<file path="config.mk">
export PLATFORM = sky130hd
export DESIGN_NAME = draw_score
export DESIGN_NICKNAME = d
export VERILOG_FILES = /design/src/rtl/draw_score_pkg.sv /design/src/rtl/digit_font_5x7.sv /design/src/rtl/draw_score.sv
export SDC_FILE = /design/constraint.sdc
export NUM_CORES = 1
export LEC_CHECK = 0
export ABC_AREA = 1
export BUFFER_PORTS_ARGS = -buffer_cell sky130_fd_sc_hd__buf_2
export CAP_MARGIN = 25
export CORE_MARGIN = 4
export CORE_UTILIZATION = 30
export DETAILED_ROUTE_END_ITERATION = 8
export HOLD_SLACK_MARGIN = 0.05
export PLACE_DENSITY = 0.62
export SETUP_SLACK_MARGIN = 0.02
export SYNTH_ARGS = -nofsm -noshare
export SYNTH_HDL_FRONTEND = slang
export SYNTH_HIERARCHICAL = 1
export SYNTH_SLANG_ARGS = --single-unit
</file>
<file path="constraint.sdc">
create_clock -name pclk -period 2.8 [get_ports pclk]
set_clock_uncertainty 0.15 [all_clocks]
set_input_delay 0.42 -clock pclk [delete_from_list [all_inputs] [get_ports pclk]]
set_output_delay 0.42 -clock pclk [all_outputs]
set_load 0.05 [all_outputs]
</file>
<file path="src/rtl/draw_score_pkg.sv">
// draw_score_pkg: shared glyph table, cell geometry and pixel-bundle types
package draw_score_pkg;
  localparam int CNT_W = 11;
  localparam int DIGIT_W = 5;
  localparam int DIGIT_H = 7;
  localparam int CELL_W = 6;
  typedef logic [11:0] rgb_t;
  typedef struct packed {
    logic [CNT_W-1:0] hc;
    logic [CNT_W-1:0] vc;
    logic hs;
    logic vs;
    logic hb;
    logic vb;
  } timing_t;
  localparam logic [DIGIT_W-1:0] FONT [10][DIGIT_H] = '{
    '{5'h0E, 5'h11, 5'h13, 5'h15, 5'h19, 5'h11, 5'h0E},
    '{5'h04, 5'h0C, 5'h04, 5'h04, 5'h04, 5'h04, 5'h0E},
    '{5'h0E, 5'h11, 5'h01, 5'h02, 5'h04, 5'h08, 5'h1F},
    '{5'h1F, 5'h02, 5'h04, 5'h02, 5'h01, 5'h11, 5'h0E},
    '{5'h02, 5'h06, 5'h0A, 5'h12, 5'h1F, 5'h02, 5'h02},
    '{5'h1F, 5'h10, 5'h1E, 5'h01, 5'h01, 5'h11, 5'h0E},
    '{5'h06, 5'h08, 5'h10, 5'h1E, 5'h11, 5'h11, 5'h0E},
    '{5'h1F, 5'h01, 5'h02, 5'h04, 5'h08, 5'h08, 5'h08},
    '{5'h0E, 5'h11, 5'h11, 5'h0E, 5'h11, 5'h11, 5'h0E},
    '{5'h0E, 5'h11, 5'h11, 5'h0F, 5'h01, 5'h02, 5'h0C}
  };
endpackage

</file>
<file path="src/rtl/digit_font_5x7.sv">
// digit_font_5x7: row bitmap of a decimal glyph, bit 4 is the leftmost dot
module digit_font_5x7 import draw_score_pkg::*; (
  input  logic [3:0]         digit,
  input  logic [2:0]         row,
  output logic [DIGIT_W-1:0] bits
);
  // non-decimal digits and rows below the glyph are blank
  always_comb bits = (digit > 4'd9 || row > 3'd6) ? '0 : FONT[digit][row];
endmodule

</file>
<file path="src/rtl/draw_score.sv">
// draw_score: two-digit score overlay, frame-latched score, 2-cycle pipeline
module draw_score import draw_score_pkg::*; #(
  parameter int         X_POS      = 16,
  parameter int         Y_POS      = 8,
  parameter int         SCALE_LOG2 = 2,
  parameter logic [11:0] COLOR     = 12'hFF0,
  parameter int         SCORE_W    = 4
) (
  input  logic               pclk,
  input  logic               rst,
  input  logic [10:0]        hcount_in,
  input  logic [10:0]        vcount_in,
  input  logic               hsync_in,
  input  logic               vsync_in,
  input  logic               hblnk_in,
  input  logic               vblnk_in,
  input  logic [11:0]        rgb_in,
  input  logic [SCORE_W-1:0] score,
  input  logic               show,
  output logic [10:0]        hcount_out,
  output logic [10:0]        vcount_out,
  output logic               hsync_out,
  output logic               vsync_out,
  output logic               hblnk_out,
  output logic               vblnk_out,
  output logic [11:0]        rgb_out
);
  localparam logic [CNT_W:0] X_LO = (CNT_W+1)'(X_POS);
  localparam logic [CNT_W:0] X_HI = (CNT_W+1)'(X_POS + ((2*CELL_W) << SCALE_LOG2));
  localparam logic [CNT_W:0] Y_LO = (CNT_W+1)'(Y_POS);
  localparam logic [CNT_W:0] Y_HI = (CNT_W+1)'(Y_POS + (DIGIT_H << SCALE_LOG2));

  logic [SCORE_W-1:0] score_d, score_q;
  logic               vbl_d, vbl_q;
  logic [DIGIT_W-1:0] glyph_d, glyph_q;
  logic [2:0]         c_d, c_q;
  logic               box_d, box_q;
  rgb_t               rgb1_d, rgb1_q, rgb2_d, rgb2_q;
  timing_t            t1_d, t1_q, t2_d, t2_q;
  logic [CNT_W-1:0]   dx, dy;
  logic [3:0]         col, digit, units;
  logic [2:0]         row;
  logic               tens, right, dot;

  digit_font_5x7 u_font (.digit(digit), .row(row), .bits(glyph_d));

  // score latch on vblank start, BCD split, font lookup and both pipeline stages
  always_comb begin
    vbl_d = vblnk_in;
    score_d = (vblnk_in && !vbl_q) ? score : score_q;
    tens = score_q >= SCORE_W'(10);
    units = tens ? 4'(score_q - SCORE_W'(10)) : 4'(score_q);
    dx = hcount_in - CNT_W'(X_POS);
    dy = vcount_in - CNT_W'(Y_POS);
    col = 4'(dx >> SCALE_LOG2);
    row = 3'(dy >> SCALE_LOG2);
    right = col >= 4'(CELL_W);
    digit = right ? units : {3'b0, tens};
    c_d = right ? 3'(col - 4'(CELL_W)) : col[2:0];
    box_d = {1'b0, hcount_in} >= X_LO && {1'b0, hcount_in} < X_HI &&
            {1'b0, vcount_in} >= Y_LO && {1'b0, vcount_in} < Y_HI;
    rgb1_d = rgb_in;
    t1_d = '{hcount_in, vcount_in, hsync_in, vsync_in, hblnk_in, vblnk_in};
    dot = c_q <= 3'd4 && glyph_q[3'd4 - c_q];
    t2_d = t1_q;
    rgb2_d = (show && box_q && dot && !t1_q.hb && !t1_q.vb) ? COLOR : rgb1_q;
  end

  // state registers, cleared asynchronously
  always_ff @(posedge pclk or negedge rst) begin
    if (!rst) begin
      score_q <= '0;
      vbl_q <= 1'b0;
      glyph_q <= '0;
      c_q <= '0;
      box_q <= 1'b0;
      rgb1_q <= '0;
      rgb2_q <= '0;
      t1_q <= '0;
      t2_q <= '0;
    end else begin
      score_q <= score_d;
      vbl_q <= vbl_d;
      glyph_q <= glyph_d;
      c_q <= c_d;
      box_q <= box_d;
      rgb1_q <= rgb1_d;
      rgb2_q <= rgb2_d;
      t1_q <= t1_d;
      t2_q <= t2_d;
    end
  end

  assign hcount_out = t2_q.hc;
  assign vcount_out = t2_q.vc;
  assign hsync_out = t2_q.hs;
  assign vsync_out = t2_q.vs;
  assign hblnk_out = t2_q.hb;
  assign vblnk_out = t2_q.vb;
  assign rgb_out = rgb2_q;
endmodule

</file>
==> summary.txt <==
Synthesis
  • Simple-Gate Fraction of Synth Area: 19.8%
  • Yosys reg bits: 88
  • XOR/XNOR share of the synthesized area: less than 1%
  • Syn_area_per_cell: 10.0 sq um
  • Synth Area in Adders: approximately 5.4%
  • Compound-Gate Fraction of Synth Area: 5.18%
  • Post-Synthesis Cells: 349
  • Post-Synthesis Cell Area: about 3500 sq um
  • Sequential element share of the synthesized area: a little over three fifths
  • Syn nets: a little over 400
  • Post-synthesis mux area share: 0.321%
  • Main combinational cell family by area after synthesis: simple AND/OR/NAND/NOR gates
  • Cell variety after synth: 27
  • Synth Warn #: 6

Placement
  • Port bufs: just over 80
  • Final Wtd Congestion: 0.904
  • DP HPWL: between 5000 and 6000 microns

Setup path
  • Critical Path Source: score_q[1]
  • Crit Path Max Fanout: 4
  • Crit Path Class: flip-flop to flip-flop
  • Critical path capture point type: flip-flop
  • CP most frequent cell: nand2_1
  • CP Launch Type: flip-flop
  • Worst EP required: 2860 ps
  • Critical-path cell list: inv_1, ha_1, a221oi_1, ha_1, o21ai_0, nand2_1, nand2_1, nand2_1, nor2_1, nor2_1
  • Delay-heaviest family, CP: compound AO/OA/AOI/OAI gates
  • Crit path largest cell delay: 480 ps
  • R2r endpoint: glyph_q[2]
  • Crit path max-delay cell type: a221oi_1
  • Internal reg-to-reg setup slack: roughly 370 ps
  • Critical path data arrival time: 2490 ps
  • R2r worst-path depth: 10
  • Launching point of the worst reg2reg path: score_q[1]
  • Buffer and inverter count on the worst path: 1

Cells and area
  • Most frequent cells in the layout: dfrtp_1, nand2_1, buf_2
  • Share of layout cells above drive strength 1: 25.8%
  • Fillers: ~1,100
  • # nets final: ~540
  • Area growth, synth to finish: 35.1%
  • Most common cell after layout, fill and taps aside: dfrtp_1
  • Seq. cell area: between 2000 and 2500 sq um
  • Ant diodes: 0
  • Multi-input gate area: around 1100 sq um

Clock tree
  • Clk Latency, worst-skew pair: between 300 and 400 ps
  • H-Tree Depth: 3
  • Clock Pin Slew Worst Setup and Hold Paths: roughly 60 ps
  • Num CTS Buffers: 9
  • CTS tree: built
  • Post-CTS setup repair buffer count: 0
  • Root buffer cell: clkbuf_16
  • Clock sink total: between 80 and 90
  • Max Root-Sink Buffers: 2

Hold path
  • Min-Delay Startpoint: vcount_in[0]
  • Worst hold path type: primary input to flip-flop
  • Hold endpoint: t1_q[4]
  • Hold Path Depth: 1

Global routing
  • Global-route wire length before repair: ~13,000 microns
  • Total global routing track utilization: 12.5%
  • Pin count of the biggest net entering global routing: 48
  • Vias in the first global route: 2,806
  • Initial antenna violation count: 0
  • Total grt overflow: 0

Job
  • Max-cap violations: 0

Timing
  • Crit path time final: about 2400 ps
  • Worst slew margin: 61.3%
  • Setup TNS: 0 ps
  • Setup-failing EPs final: 0
  • Final hold violation count: 0
  • Worst-margin pin slew: approximately 580 ps
  • Max Freq: approximately 410 MHz
  • RSZ-0062 raised after global routing: false
  • Fin crit share: between 80% and 90%
  • Max Slew Vio Count: 0

Pwr
  • Overall Power: roughly 3300 uW
  • Pwr/cell area: just under 700 nW/um^2
  • Leak: around 0.0025 uW
  • Worst vdd ir: 539 uV

Drt
  • First-iteration detailed-routing DRC count: around 270
  • Routed WL: around 8000 microns
  • Mean number of vias per cell: around 4.4
  • DRC Markers: 0
  • Total number of vias: 2,727
  • Post-DRT Antenna Nets: 0
  • DRT Pass-1 Iters: 4
  • Routed WL per cell: 12.8 microns

Die
  • Core Area: 11,400 sq um
  • Chip width: 116 microns
  • Rows: 39
  • I/O pin count: slightly above 80
  • Die area: between 10,000 and 15,000 sq um
  • Die Y: 116 microns
  • Initial Utilization: between 30% and 40%

Run status
  • Status: finished, final reports clean
## stage by stage
| stage | hold WS (ps) | instances | util, % | cell area, sq um | setup WS, ps |
|---|---|---|---|---|---|
| after floorplan | -25.6 | 349 | - | 3500 | 421 |
| after global placement | 181 | 575 | 36.0 | 4110 | 19.5 |
| after detailed placement | 185 | 575 | 36.0 | 4110 | -15.2 |
| after CTS | 53.6 | 622 | 41.4 | 4720 | 199 |
| after global routing | 50.3 | 623 | 41.4 | 4730 | 252 |
| final | 69.1 | 623 | 41.4 | 4730 | 371 |
## repair_timing
action	in CTS	in global routing
hold buffers	31	0
resized for setup	0	0
hold endpoints to repair	76	0
## area by class of cell
| cell class | instances | area share [%] |
|---|---|---|
| tap | 143 | 3.78 |
| timing repair buffer | 121 | 16.8 |
| clock buffer | 12 | 5.42 |
| multi-input combinational | 211 | 22.9 |
| inverter | 44 | 3.49 |
| sequential | 88 | 46.5 |
| clock inverter | 4 | 1.08 |
## logic make-up (layout without fill, tap and decap cells)
logic type | Yosys count | in the layout
AOI/OAI and AO/OA | 31 | 31
xor gates and xnor gates | 1 | 1
adders and majority gates | 15 | 15
buffers and inverters | 50 | 181
DFF | 88 | 88
muxes | 1 | 1
and+or+nand+nor | 163 | 163
## worst reg2reg max path, cell delays in order, from the launching register on
cell and delay [ps]:
dfrtp_1 390, inv_1 130, ha_1 250, a221oi_1 480
ha_1 330, o21ai_0 190, nand2_1 90, nand2_1 60
nand2_1 40, nor2_1 130, nor2_1 70
## how the worst max path moves through the flow
stage | slack (ps) | end | cells past startpoint
after detailed placement | -20 | glyph_q[4] | 11
after floorplan | 420 | glyph_q[0] | 15
after CTS | 200 | glyph_q[4] | 11
after global routing | 250 | glyph_q[2] | 10
after global placement | 20 | glyph_q[0] | 10
final | 370 | glyph_q[2] | 10
## report_power, final
part,switching (uW),internal (uW)
clock network,457,741
logic,452,226
registers,26.0,1360
## Yosys cell counts
| cell | number | area, sq um |
|---|---|---|
| a22oi_2 | 1 | 12.5 |
| o21ai_1 | 1 | 5.00 |
| o21a_1 | 1 | 7.51 |
| o21ai_0 | 4 | 20.0 |
| a21oi_2 | 2 | 17.5 |
| o21ai_2 | 1 | 8.76 |
| ha_1 | 15 | 188 |
| inv_1 | 40 | 150 |
| xor2_1 | 1 | 8.76 |
| nand3_1 | 33 | 165 |
| nand2_1 | 86 | 323 |
| a31oi_1 | 1 | 6.26 |
| buf_6 | 3 | 33.8 |
| nor3_1 | 1 | 5.00 |
| nand2_4 | 1 | 11.3 |
| nor2_4 | 1 | 11.3 |
| buf_4 | 2 | 15.0 |
| nand2_2 | 7 | 43.8 |
| inv_2 | 4 | 15.0 |
| nand3b_1 | 1 | 7.51 |
| a221oi_1 | 1 | 8.76 |
| nor2_2 | 1 | 6.26 |
| a21oi_1 | 19 | 95.1 |
| nor2_1 | 32 | 120 |
| mux2_2 | 1 | 11.3 |
| dfrtp_1 | 88 | 2200 |
| buf_2 | 1 | 5.00 |
## registers in the layout, indices dropped and copies added, names as in the netlist, 2 cells and up
signal      count
c_q             2
glyph_q         5
hcount_out     11
rgb1_q         12
rgb_out        12
score_q         4
t1_q           26
vcount_out     11
## routing by layer
metal / part of all wire [%] / track usage [%] / wire (microns)
met4: 2.5 / 5.72 / 202
met3: 7.2 / 3.34 / 572
met5: 0 / 0 / 0
met1: 42 / 15.0 / 3320
met2: 49 / 21.0 / 3870
Power figures use the tool's default switching activity.
